$ cat config.mk
export PLATFORM = sky130hd
export DESIGN_NAME = carpark_occupancy_ctrl_flat
export DESIGN_NICKNAME = d
export VERILOG_FILES = /design/src/rtl/carpark_occupancy_ctrl_pkg.sv /design/src/rtl/carpark_occupancy_ctrl_if.sv /design/src/rtl/carpark_occupancy_ctrl_lane_fsm.sv /design/src/rtl/carpark_occupancy_ctrl.sv /design/src/flat_wrapper.sv
export SDC_FILE = /design/constraint.sdc
export NUM_CORES = 1
export LEC_CHECK = 0
export ABC_AREA = 1
export BUFFER_PORTS_ARGS = -buffer_cell sky130_fd_sc_hd__buf_2
export CAP_MARGIN = 20
export CORE_MARGIN = 10
export CORE_UTILIZATION = 45
export DETAILED_ROUTE_END_ITERATION = 12
export GPL_TIMING_DRIVEN = 0
export PLACE_DENSITY = 0.71
export SYNTH_ARGS = -nofsm -noshare
export SYNTH_HDL_FRONTEND = slang
export SYNTH_SLANG_ARGS = --single-unit
$ cat constraint.sdc
create_clock -name clk -period 2.3 [get_ports clk]
set_input_delay 0.46 -clock clk [delete_from_list [all_inputs] [get_ports clk]]
set_output_delay 0.46 -clock clk [all_outputs]
set_load 0.1 [all_outputs]
$ cat src/rtl/carpark_occupancy_ctrl_pkg.sv
// Shared types, defaults and helpers for the multi-lane car park occupancy controller.
package carpark_pkg;

  localparam int DEF_N_LANES  = 2;
  localparam int DEF_CAPACITY = 99;
  localparam int DEF_CNT_W    = 7;

  typedef enum logic [2:0] {
    IDLE,
    E1,
    E2,
    E3,
    X1,
    X2,
    X3
  } lane_state_t;

  // Sized for the widest supported build (8 lanes); narrower vectors are zero-extended.
  function automatic logic [3:0] popcount(input logic [7:0] v);
    logic [3:0] n;
    n = '0;
    for (int unsigned i = 0; i < 8; i++) begin
      n = n + {3'b000, v[i]};
    end
    return n;
  endfunction

endpackage

$ cat src/rtl/carpark_occupancy_ctrl_if.sv
// Sensor, status and event signals between the lane debouncers, the controller and the display side.
interface carpark_occupancy_ctrl_if #(
  parameter int N_LANES = 2,
  parameter int CNT_W   = 7
);
  logic [N_LANES-1:0] sens_a;
  logic [N_LANES-1:0] sens_b;
  logic               flag_clr;
  logic [CNT_W-1:0]   count;
  logic               full;
  logic               empty;
  logic [N_LANES-1:0] enter_pulse;
  logic [N_LANES-1:0] exit_pulse;
  logic               enter_flag;
  logic               exit_flag;
  logic               reject_flag;

  modport master (
    output sens_a, sens_b, flag_clr,
    input  count, full, empty, enter_pulse, exit_pulse,
    input  enter_flag, exit_flag, reject_flag
  );

  modport slave (
    input  sens_a, sens_b, flag_clr,
    output count, full, empty, enter_pulse, exit_pulse,
    output enter_flag, exit_flag, reject_flag
  );
endinterface

$ cat src/rtl/carpark_occupancy_ctrl_lane_fsm.sv
// One gate lane: tracks the outer/inner sensor pair and emits a registered
// one-cycle pulse when a full entry or exit passage completes.
module carpark_lane_fsm
  import carpark_pkg::*;
(
  input  logic clk,
  input  logic reset,
  input  logic a,
  input  logic b,
  output logic enter_pulse,
  output logic exit_pulse
);

  lane_state_t state_q, state_d;
  logic        enter_pulse_q, enter_pulse_d;
  logic        exit_pulse_q, exit_pulse_d;
  logic [1:0]  ab;

  assign ab = {a, b};

  always_comb begin
    state_d       = state_q;
    enter_pulse_d = 1'b0;
    exit_pulse_d  = 1'b0;
    unique case (state_q)
      IDLE: begin
        if (ab == 2'b10)      state_d = E1;
        else if (ab == 2'b01) state_d = X1;
      end
      E1: begin
        if (ab == 2'b11)      state_d = E2;
        else if (ab != 2'b10) state_d = IDLE;
      end
      E2: begin
        case (ab)
          2'b01:   state_d = E3;
          2'b10:   state_d = E1;
          2'b11:   state_d = E2;
          default: state_d = IDLE;
        endcase
      end
      E3: begin
        case (ab)
          2'b00: begin
            state_d       = IDLE;
            enter_pulse_d = 1'b1;
          end
          2'b11:   state_d = E2;
          2'b01:   state_d = E3;
          default: state_d = IDLE;
        endcase
      end
      X1: begin
        if (ab == 2'b11)      state_d = X2;
        else if (ab != 2'b01) state_d = IDLE;
      end
      X2: begin
        case (ab)
          2'b10:   state_d = X3;
          2'b01:   state_d = X1;
          2'b11:   state_d = X2;
          default: state_d = IDLE;
        endcase
      end
      X3: begin
        case (ab)
          2'b00: begin
            state_d      = IDLE;
            exit_pulse_d = 1'b1;
          end
          2'b11:   state_d = X2;
          2'b10:   state_d = X3;
          default: state_d = IDLE;
        endcase
      end
      default: state_d = IDLE;
    endcase
  end

  always_ff @(posedge clk) begin
    if (reset) begin
      state_q       <= IDLE;
      enter_pulse_q <= 1'b0;
      exit_pulse_q  <= 1'b0;
    end else begin
      state_q       <= state_d;
      enter_pulse_q <= enter_pulse_d;
      exit_pulse_q  <= exit_pulse_d;
    end
  end

  assign enter_pulse = enter_pulse_q;
  assign exit_pulse  = exit_pulse_q;

endmodule

$ cat src/rtl/carpark_occupancy_ctrl.sv
// Multi-lane car park occupancy controller: per-lane passage FSMs feeding one
// saturating occupancy counter with full/empty status and sticky event flags.
module carpark_occupancy_ctrl
  import carpark_pkg::*;
#(
  parameter int N_LANES  = DEF_N_LANES,
  parameter int CAPACITY = DEF_CAPACITY,
  parameter int CNT_W    = DEF_CNT_W
) (
  input  logic                     clk,
  input  logic                     reset,
  carpark_occupancy_ctrl_if.slave  bus
);

  localparam logic signed [CNT_W+3:0] CAP_S = (CNT_W+4)'(CAPACITY);
  localparam logic        [CNT_W-1:0] CAP_C = CNT_W'(CAPACITY);

  logic [N_LANES-1:0] enter_pulse;
  logic [N_LANES-1:0] exit_pulse;

  for (genvar i = 0; i < N_LANES; i++) begin : g_lane
    carpark_lane_fsm u_lane (
      .clk         (clk),
      .reset       (reset),
      .a           (bus.sens_a[i]),
      .b           (bus.sens_b[i]),
      .enter_pulse (enter_pulse[i]),
      .exit_pulse  (exit_pulse[i])
    );
  end

  logic [7:0]              enter_ext, exit_ext;
  logic [3:0]              n_in, n_out;
  logic signed [CNT_W+3:0] sum;
  logic [CNT_W-1:0]        count_q, count_d;
  logic                    enter_flag_q, enter_flag_d;
  logic                    exit_flag_q, exit_flag_d;
  logic                    reject_flag_q, reject_flag_d;
  logic                    reject_set;

  always_comb begin
    enter_ext                = '0;
    exit_ext                 = '0;
    enter_ext[N_LANES-1:0]   = enter_pulse;
    exit_ext[N_LANES-1:0]    = exit_pulse;
    n_in  = popcount(enter_ext);
    n_out = popcount(exit_ext);
    // Entries and exits net out first; only the net result is clamped.
    sum = signed'({4'b0000, count_q})
        + signed'({{CNT_W{1'b0}}, n_in})
        - signed'({{CNT_W{1'b0}}, n_out});
    reject_set = 1'b0;
    if (sum > CAP_S) begin
      count_d    = CAP_C;
      reject_set = 1'b1;
    end else if (sum < 0) begin
      count_d    = '0;
      reject_set = 1'b1;
    end else begin
      count_d = sum[CNT_W-1:0];
    end
    enter_flag_d  = (n_in != 4'd0)  | (enter_flag_q  & ~bus.flag_clr);
    exit_flag_d   = (n_out != 4'd0) | (exit_flag_q   & ~bus.flag_clr);
    reject_flag_d = reject_set      | (reject_flag_q & ~bus.flag_clr);
  end

  always_ff @(posedge clk) begin
    if (reset) begin
      count_q       <= '0;
      enter_flag_q  <= 1'b0;
      exit_flag_q   <= 1'b0;
      reject_flag_q <= 1'b0;
    end else begin
      count_q       <= count_d;
      enter_flag_q  <= enter_flag_d;
      exit_flag_q   <= exit_flag_d;
      reject_flag_q <= reject_flag_d;
    end
  end

  assign bus.count       = count_q;
  assign bus.full        = (count_q == CAP_C);
  assign bus.empty       = (count_q == '0);
  assign bus.enter_pulse = enter_pulse;
  assign bus.exit_pulse  = exit_pulse;
  assign bus.enter_flag  = enter_flag_q;
  assign bus.exit_flag   = exit_flag_q;
  assign bus.reject_flag = reject_flag_q;

endmodule
$ cat src/flat_wrapper.sv
// flat-port wrapper written by rule: the top's interface ports become plain ports
module carpark_occupancy_ctrl_flat import carpark_pkg::*;
#(
  parameter int N_LANES  = DEF_N_LANES,
  parameter int CAPACITY = DEF_CAPACITY,
  parameter int CNT_W    = DEF_CNT_W
)
  (clk, reset, bus_sens_a, bus_sens_b, bus_flag_clr, bus_count, bus_full, bus_empty, bus_enter_pulse, bus_exit_pulse, bus_enter_flag, bus_exit_flag, bus_reject_flag);
  carpark_occupancy_ctrl_if #(.N_LANES(N_LANES), .CNT_W(CNT_W)) bus_i ();
  input  logic clk;
  input  logic reset;
  input wire logic [$bits(bus_i.sens_a)-1:0] bus_sens_a;
  input wire logic [$bits(bus_i.sens_b)-1:0] bus_sens_b;
  input wire logic [$bits(bus_i.flag_clr)-1:0] bus_flag_clr;
  output wire logic [$bits(bus_i.count)-1:0] bus_count;
  output wire logic [$bits(bus_i.full)-1:0] bus_full;
  output wire logic [$bits(bus_i.empty)-1:0] bus_empty;
  output wire logic [$bits(bus_i.enter_pulse)-1:0] bus_enter_pulse;
  output wire logic [$bits(bus_i.exit_pulse)-1:0] bus_exit_pulse;
  output wire logic [$bits(bus_i.enter_flag)-1:0] bus_enter_flag;
  output wire logic [$bits(bus_i.exit_flag)-1:0] bus_exit_flag;
  output wire logic [$bits(bus_i.reject_flag)-1:0] bus_reject_flag;
  assign bus_i.sens_a = bus_sens_a;
  assign bus_i.sens_b = bus_sens_b;
  assign bus_i.flag_clr = bus_flag_clr;
  assign bus_count = bus_i.count;
  assign bus_full = bus_i.full;
  assign bus_empty = bus_i.empty;
  assign bus_enter_pulse = bus_i.enter_pulse;
  assign bus_exit_pulse = bus_i.exit_pulse;
  assign bus_enter_flag = bus_i.enter_flag;
  assign bus_exit_flag = bus_i.exit_flag;
  assign bus_reject_flag = bus_i.reject_flag;
  carpark_occupancy_ctrl #(.N_LANES(N_LANES), .CAPACITY(CAPACITY), .CNT_W(CNT_W)) u_core (.clk(clk), .reset(reset), .bus(bus_i));
endmodule
; Word-level counts from Yosys, hierarchy flattened
; Index checks and enable logic that the tools add are counted.
[totals]
regBits = 20
input_bits = 7
output_inout_bits = 16
wordCells = 99
[classes]
n_addsub = 4
magnitude_cmp = 2
eq_ne = 29
mux = 28
bitwise = 11
n_reduce_logical = 14
[ops]
columns = operator, count
row1 = $pmux 3 s7, 2
row2 = $mux 3, 12
row3 = $eq 3x3->1 const B, 6
row4 = $ne 3x3->1 const B, 6
row5 = $pmux 3 s3, 2
row6 = $mux 7, 2
row7 = $eq 3x2->1 const B, 4
row8 = $pmux 2 s3, 2
row9 = $pmux 3 s2, 2
row10 = $gt 11x8->1 const B, 1
row11 = $lt 11x1->1 const B, 1
row12 = $sub 8x2->9, 1
row13 = $add 7x4->8, 1
row14 = $eq 2x2->1 const B, 4
row15 = $pmux 2 s2, 2
row16 = $reduce_bool 4->1, 2
row17 = $reduce_or 2->1, 4
row18 = $eq 7x7->1 const B, 1
row19 = $logic_not 7->1, 1
row20 = $eq 3x1->1 const B, 2
row21 = $logic_not 3->1, 2
row22 = $reduce_and 3->1, 2
row23 = $not 1->1, 5
row24 = $add 1x1->2, 2
row25 = 8 further kinds, 19

; Longest topological paths before layout
[depth]
ltp_word = 7
ltp_mapped = 16
depth_no_buf = 16

; Hierarchy
; Synthesis repeated with hierarchy kept, for this count alone.
[hier_totals]
hier_cells = 258
hier_area_um2 = 1839.3
[modules_own_cells]
columns = mod, instances, cells_each, area_each_um2, seq_area_each_um2
row1 = carpark_occupancy_ctrl, 1, 126, 935.9, 200.2
row2 = carpark_lane_fsm, 2, 66, 451.7, 100.1

; Least setup slack after synthesis
; OpenSTA, ideal clock, no wires.
[synth_timing]
path_kind = register to output
startpoint = register u_core.count_q[5], in the netlist u_core.bus.count[5]
endpoint = output port bus_full
t_arrival_ns = 3.401
required_ns = 1.840
slack_ns = -1.561
path_stages_with_launch = 4
n_path_buf = 0
cell_sequence = dfxtp_1 -> ha_1 -> nand3_1 -> nor3_1
[synth_between]
elab_chain_cells = 1
[synth_lines]
columns = element, line_no
row1 = start: declaration, carpark_occupancy_ctrl.sv:35  ; logic [CNT_W-1:0] count_q, count_d;
row2 = start signal: assignment, carpark_occupancy_ctrl.sv:74  ; count_q <= count_d;
row3 = $eq 7x7->1, carpark_occupancy_ctrl.sv:82  ; assign bus.full = (count_q == CAP_C);
row4 = end: declaration, flat_wrapper.sv:16  ; output wire logic [$bits(bus_i.full)-1:0] bus_full;
; Every way passes these cells.

; Final worst setup path
[layout_timing]
startpoint = register u_core.g_lane[1].u_lane.exit_pulse_q
endpoint = register u_core.count_q[2], in the netlist u_core.bus.count[2]
[layout_between]
elab_chain_cells = 4
word_cells_on_any_way = 5
cone_classes = add/sub: 2 / order compare: 2 / reduce/logical: 1
[layout_lines]
columns = element, line_no
row1 = start: declaration, carpark_occupancy_ctrl_lane_fsm.sv:16  ; logic exit_pulse_q, exit_pulse_d;
row2 = start signal: assignment, carpark_occupancy_ctrl_lane_fsm.sv:88  ; exit_pulse_q <= exit_pulse_d;
row3 = $add 1x1->2 (*), carpark_occupancy_ctrl_pkg.sv:23  ; n = n + {3'b000, v[i]};
row4 = $sub 8x2->9 (*), carpark_occupancy_ctrl.sv:51  ; - signed'({{CNT_W{1'b0}}, n_out});
row5 = $lt 11x1->1 or $gt 11x8->1 (tied branches), "carpark_occupancy_ctrl.sv:56, carpark_occupancy_ctrl.sv:53"
row6 = $reduce_or 3->1 (no source line), -
; Every way passes the cells marked *; elsewhere a longest branch is shown, timed or not.
; A chain may end at the register's enable or synchronous reset.

==> results.md <==
* Status: finished with violations
* Failing checks: negative setup slack
* GR Overflow Total at 0
* Die Ht at 82.1 microns
* Synth area leader: dfxtp_1
* CTS root buf: clkbuf_8
* Top-count cell post-synth: inv_1
* Critical-path cell list: inv_2, ha_4, ha_4, inv_2, ha_4, fa_2, nand2_2, nand2_4, nand3_4, nand3_2, nand2_4, nand3_4, nand3_4, nor2_1
* Cts hold-fix bufs at 0
* Leakage power at 1.06 nW
* Critical path's top delay family: adder cells
* Startpoint type of the worst setup path: register
* Netlist cell types at 31
* Worst path buffer plus inverter count at 2
* Clk Latency, worst-skew pair at 0.26 ns
* Synth area leaders: dfxtp_1, ha_1, inv_1
* Placed instance area at 0.00196 sq mm
* Fin. Hold Viols at 0
* Residual DRC at 0
* XOR/XNOR share of the synthesized area at 0.504%
* CTS tree: yes
* I/O Buffers at 22
* Synth Cell Area at 0.00174 sq mm
* Fin area at 0.00218 sq mm
* Vias after detailed routing at 1582
* Setup CP Type: register to register
* Critical path endpoint category: register
* Pre-CTS setup slack at -0.201 ns
* Die width at 82.1 microns
* Final setup viols at 1
* Commonest cells post-synth: inv_1, nand2_1, ha_1
* FILL cells at 350
* Vias in the first global route at 1505
* Vias/cell at 4.96
* Reg clk slew, reported paths at 0.08 ns
* Cell Count Post-Placement at 310
* Slew headroom at 67.6%
* Initial Util at 47.1%
* DRT Pass-1 Iters at 4
* Metal3 WL at 246 microns
* Final ANT Viol Nets at 0
* Mux cell area share after synthesis at 0%
* Ys Warns at 0
* Layout cells sized above 1 at 36.5%
* Compound-Gate Fraction of Synth Area at 9.01%
* Global placer's final weighted congestion at 0.920
* Worst Skew at 0.00262 ns
* Total power at 2.45 mW
* GRT Util Overall at 11.4%
* Fin crit period at 2.31 ns
* Worst EP required at 2.45 ns
* Post-synth ARST share at 0%
* Highest Signal Layer: met4
* Post-synthesis sequential area ratio at 23.1%
* EDFF count, synth at 0
* Routed metal-1 wirelength at 1.67 mm
* Max Cap Viol at 0
* Post-Synth Simple-Gate Area at 30.1%
* Core Rows at 22
* Initial DRC Count at 105
* DRT Wirelength at 3.66 mm
* Post-synth net total at 279
* Avg Cell Area, Syn at 7.24 sq um
* Crit Path Max Fanout at 4
* Synth Register Bits at 20
* Primary FF master, synth: dfxtp_1
* Dpl hpwl at 2.95 mm
* I/O pin cnt at 23
* Nets@finish at 311
* Max VDD drop at 0.468 mV
* Clock Sinks at 20
* Inserted Diodes at 0
* Share of the synthesized area in the top cell type at 23.1%
* Largest net degree at the start of global routing at 12
* Initial antenna violation count at 0
* First-pass GRT wire length at 6.35 mm
* Final WS setup at -0.00953 ns
* Core Box Area at 0.00369 sq mm
* Area delta synth->final at 25.6%
* Slew @ Worst Pin at 0.489 ns
* Synth Area in Adders at 23.9%
* Worst Hold Class: input pin to register
* CP max stage cell: fa_2
* Power Dens Cells at 1120 mW/mm^2
* Die area at 0.00674 sq mm
* Cts bufs inserted at 3
* FMAX at 433 MHz
* RSZ-0062 raised after global routing: yes
* Final cell count without fillers at 319
* Critical path data arrival time at 2.46 ns
* CTS H-tree lvls at 1
* Slew Viols, Final at 0
* Clk buf depth at 2
* Tcrit/Tclk final at 100%
* Largest family of logic cells by synthesized area: simple AND/OR/NAND/NOR gates
* Mapped Cells at 240
* Slowest stage delay, CP at 0.41 ns
* Met2 WL at 1.73 mm
* DR WL/cell at 11.5 microns
-- cells by family (layout without fill, tap and decap cells) --
kind of cell,after synthesis,in the layout
AND/OR/NAND/NOR,103,103
buffers and inverters,58,89
adder cells (fa/ha/maj),32,32
AO/OA/AOI/OAI,26,26
flip-flops,20,20
XOR/XNOR,1,1
-- final timing paths --
kind                                            from                                 end  slack (ns)  depth (start not counted)
hold / removal                                 reset  u_core.g_lane[0].u_lane.exit_pulse        0.46                          2
hold reg to reg                u_core.bus.enter_flag               u_core.bus.enter_flag        0.47                          2
setup reg to reg  u_core.g_lane[1].u_lane.exit_pulse                 u_core.bus.count[2]       -0.01                         14
setup / recovery  u_core.g_lane[1].u_lane.exit_pulse                 u_core.bus.count[2]       -0.01                         14
-- report_power, final --
group          switching [mW]  total (mW)  internal [mW]
clock network           0.118       0.237          0.119
registers              0.0639       0.482          0.418
logic                    1.21        1.73          0.512
-- sequential cells by signal, summed over array words and instances, names as in the netlist --
name                              count
u_core.bus.enter_flag                 1
u_core.g_lane.u_lane.exit_pulse       2
u_core.bus.count                      7
u_core.g_lane.u_lane.enter_pulse      2
u_core.bus.exit_flag                  1
u_core.g_lane.u_lane.state_q          6
u_core.bus.reject_flag                1
-- metal layers --
layer	GRT usage, %	vias up
li1	-	829
met5	0	-
met3	2.92	5
met1	14.4	707
met2	19.4	41
met4	1.53	0
-- through the flow --
stage                     setup TNS [ns]  hold slack (ns)  util, %
after floorplan                  -0.0242            0.520        -
after global placement             -1.23            0.454     53.1
after detailed placement           -1.29            0.455     53.1
final                           -0.00953            0.459     59.1
after CTS                        -0.0580            0.449     56.8
after global routing              -0.818            0.483     59.1
-- placed cells by master, fill, tap and decap left out, types with 3 or more instances in the layout --
| cell type | synthesis | final |
|---|---|---|
| a21oi_2 | 3 | 3 |
| ha_4 | 0 | 4 |
| o22ai_1 | 3 | 3 |
| dfxtp_2 | 0 | 9 |
| nand3_4 | 1 | 3 |
| nor2_2 | 3 | 4 |
| buf_4 | 4 | 9 |
| nand4_1 | 6 | 6 |
| nand3_1 | 23 | 17 |
| buf_2 | 0 | 22 |
| nand2_2 | 5 | 8 |
| nand3_2 | 3 | 7 |
| nand2_1 | 34 | 27 |
| nor2_1 | 16 | 14 |
| clkbuf_8 | 0 | 3 |
| nand2_4 | 1 | 5 |
| inv_1 | 49 | 41 |
| inv_2 | 4 | 11 |
| nor3_1 | 6 | 4 |
| dfxtp_1 | 20 | 9 |
| o21ai_1 | 3 | 3 |
| ha_1 | 30 | 25 |
| a21oi_1 | 10 | 10 |
-- area by class of cell --
class | count | area [sq um] | area share (%)
Clock buffer | 3 | 41.3 | 1.89
Sequential cell | 20 | 419 | 19.2
Inverter | 53 | 201 | 9.24
Buffer | 5 | 33.8 | 1.55
Multi-Input combinational cell | 162 | 1270 | 58.4
Clock inverter | 1 | 3.75 | 0.172
Tap cell | 48 | 60.1 | 2.75
Timing Repair Buffer | 27 | 148 | 6.77
-- timing repair --
| item | in CTS | in global routing |
|---|---|---|
| endpoints found under the setup margin | 8 | 8 |
| endpoints found under the hold margin | 0 | 0 |
| buffers inserted | 4 | 1 |
| pin swaps | 11 | 8 |
| gates resized for setup | 19 | 18 |
Power figures use the tool's default switching activity.
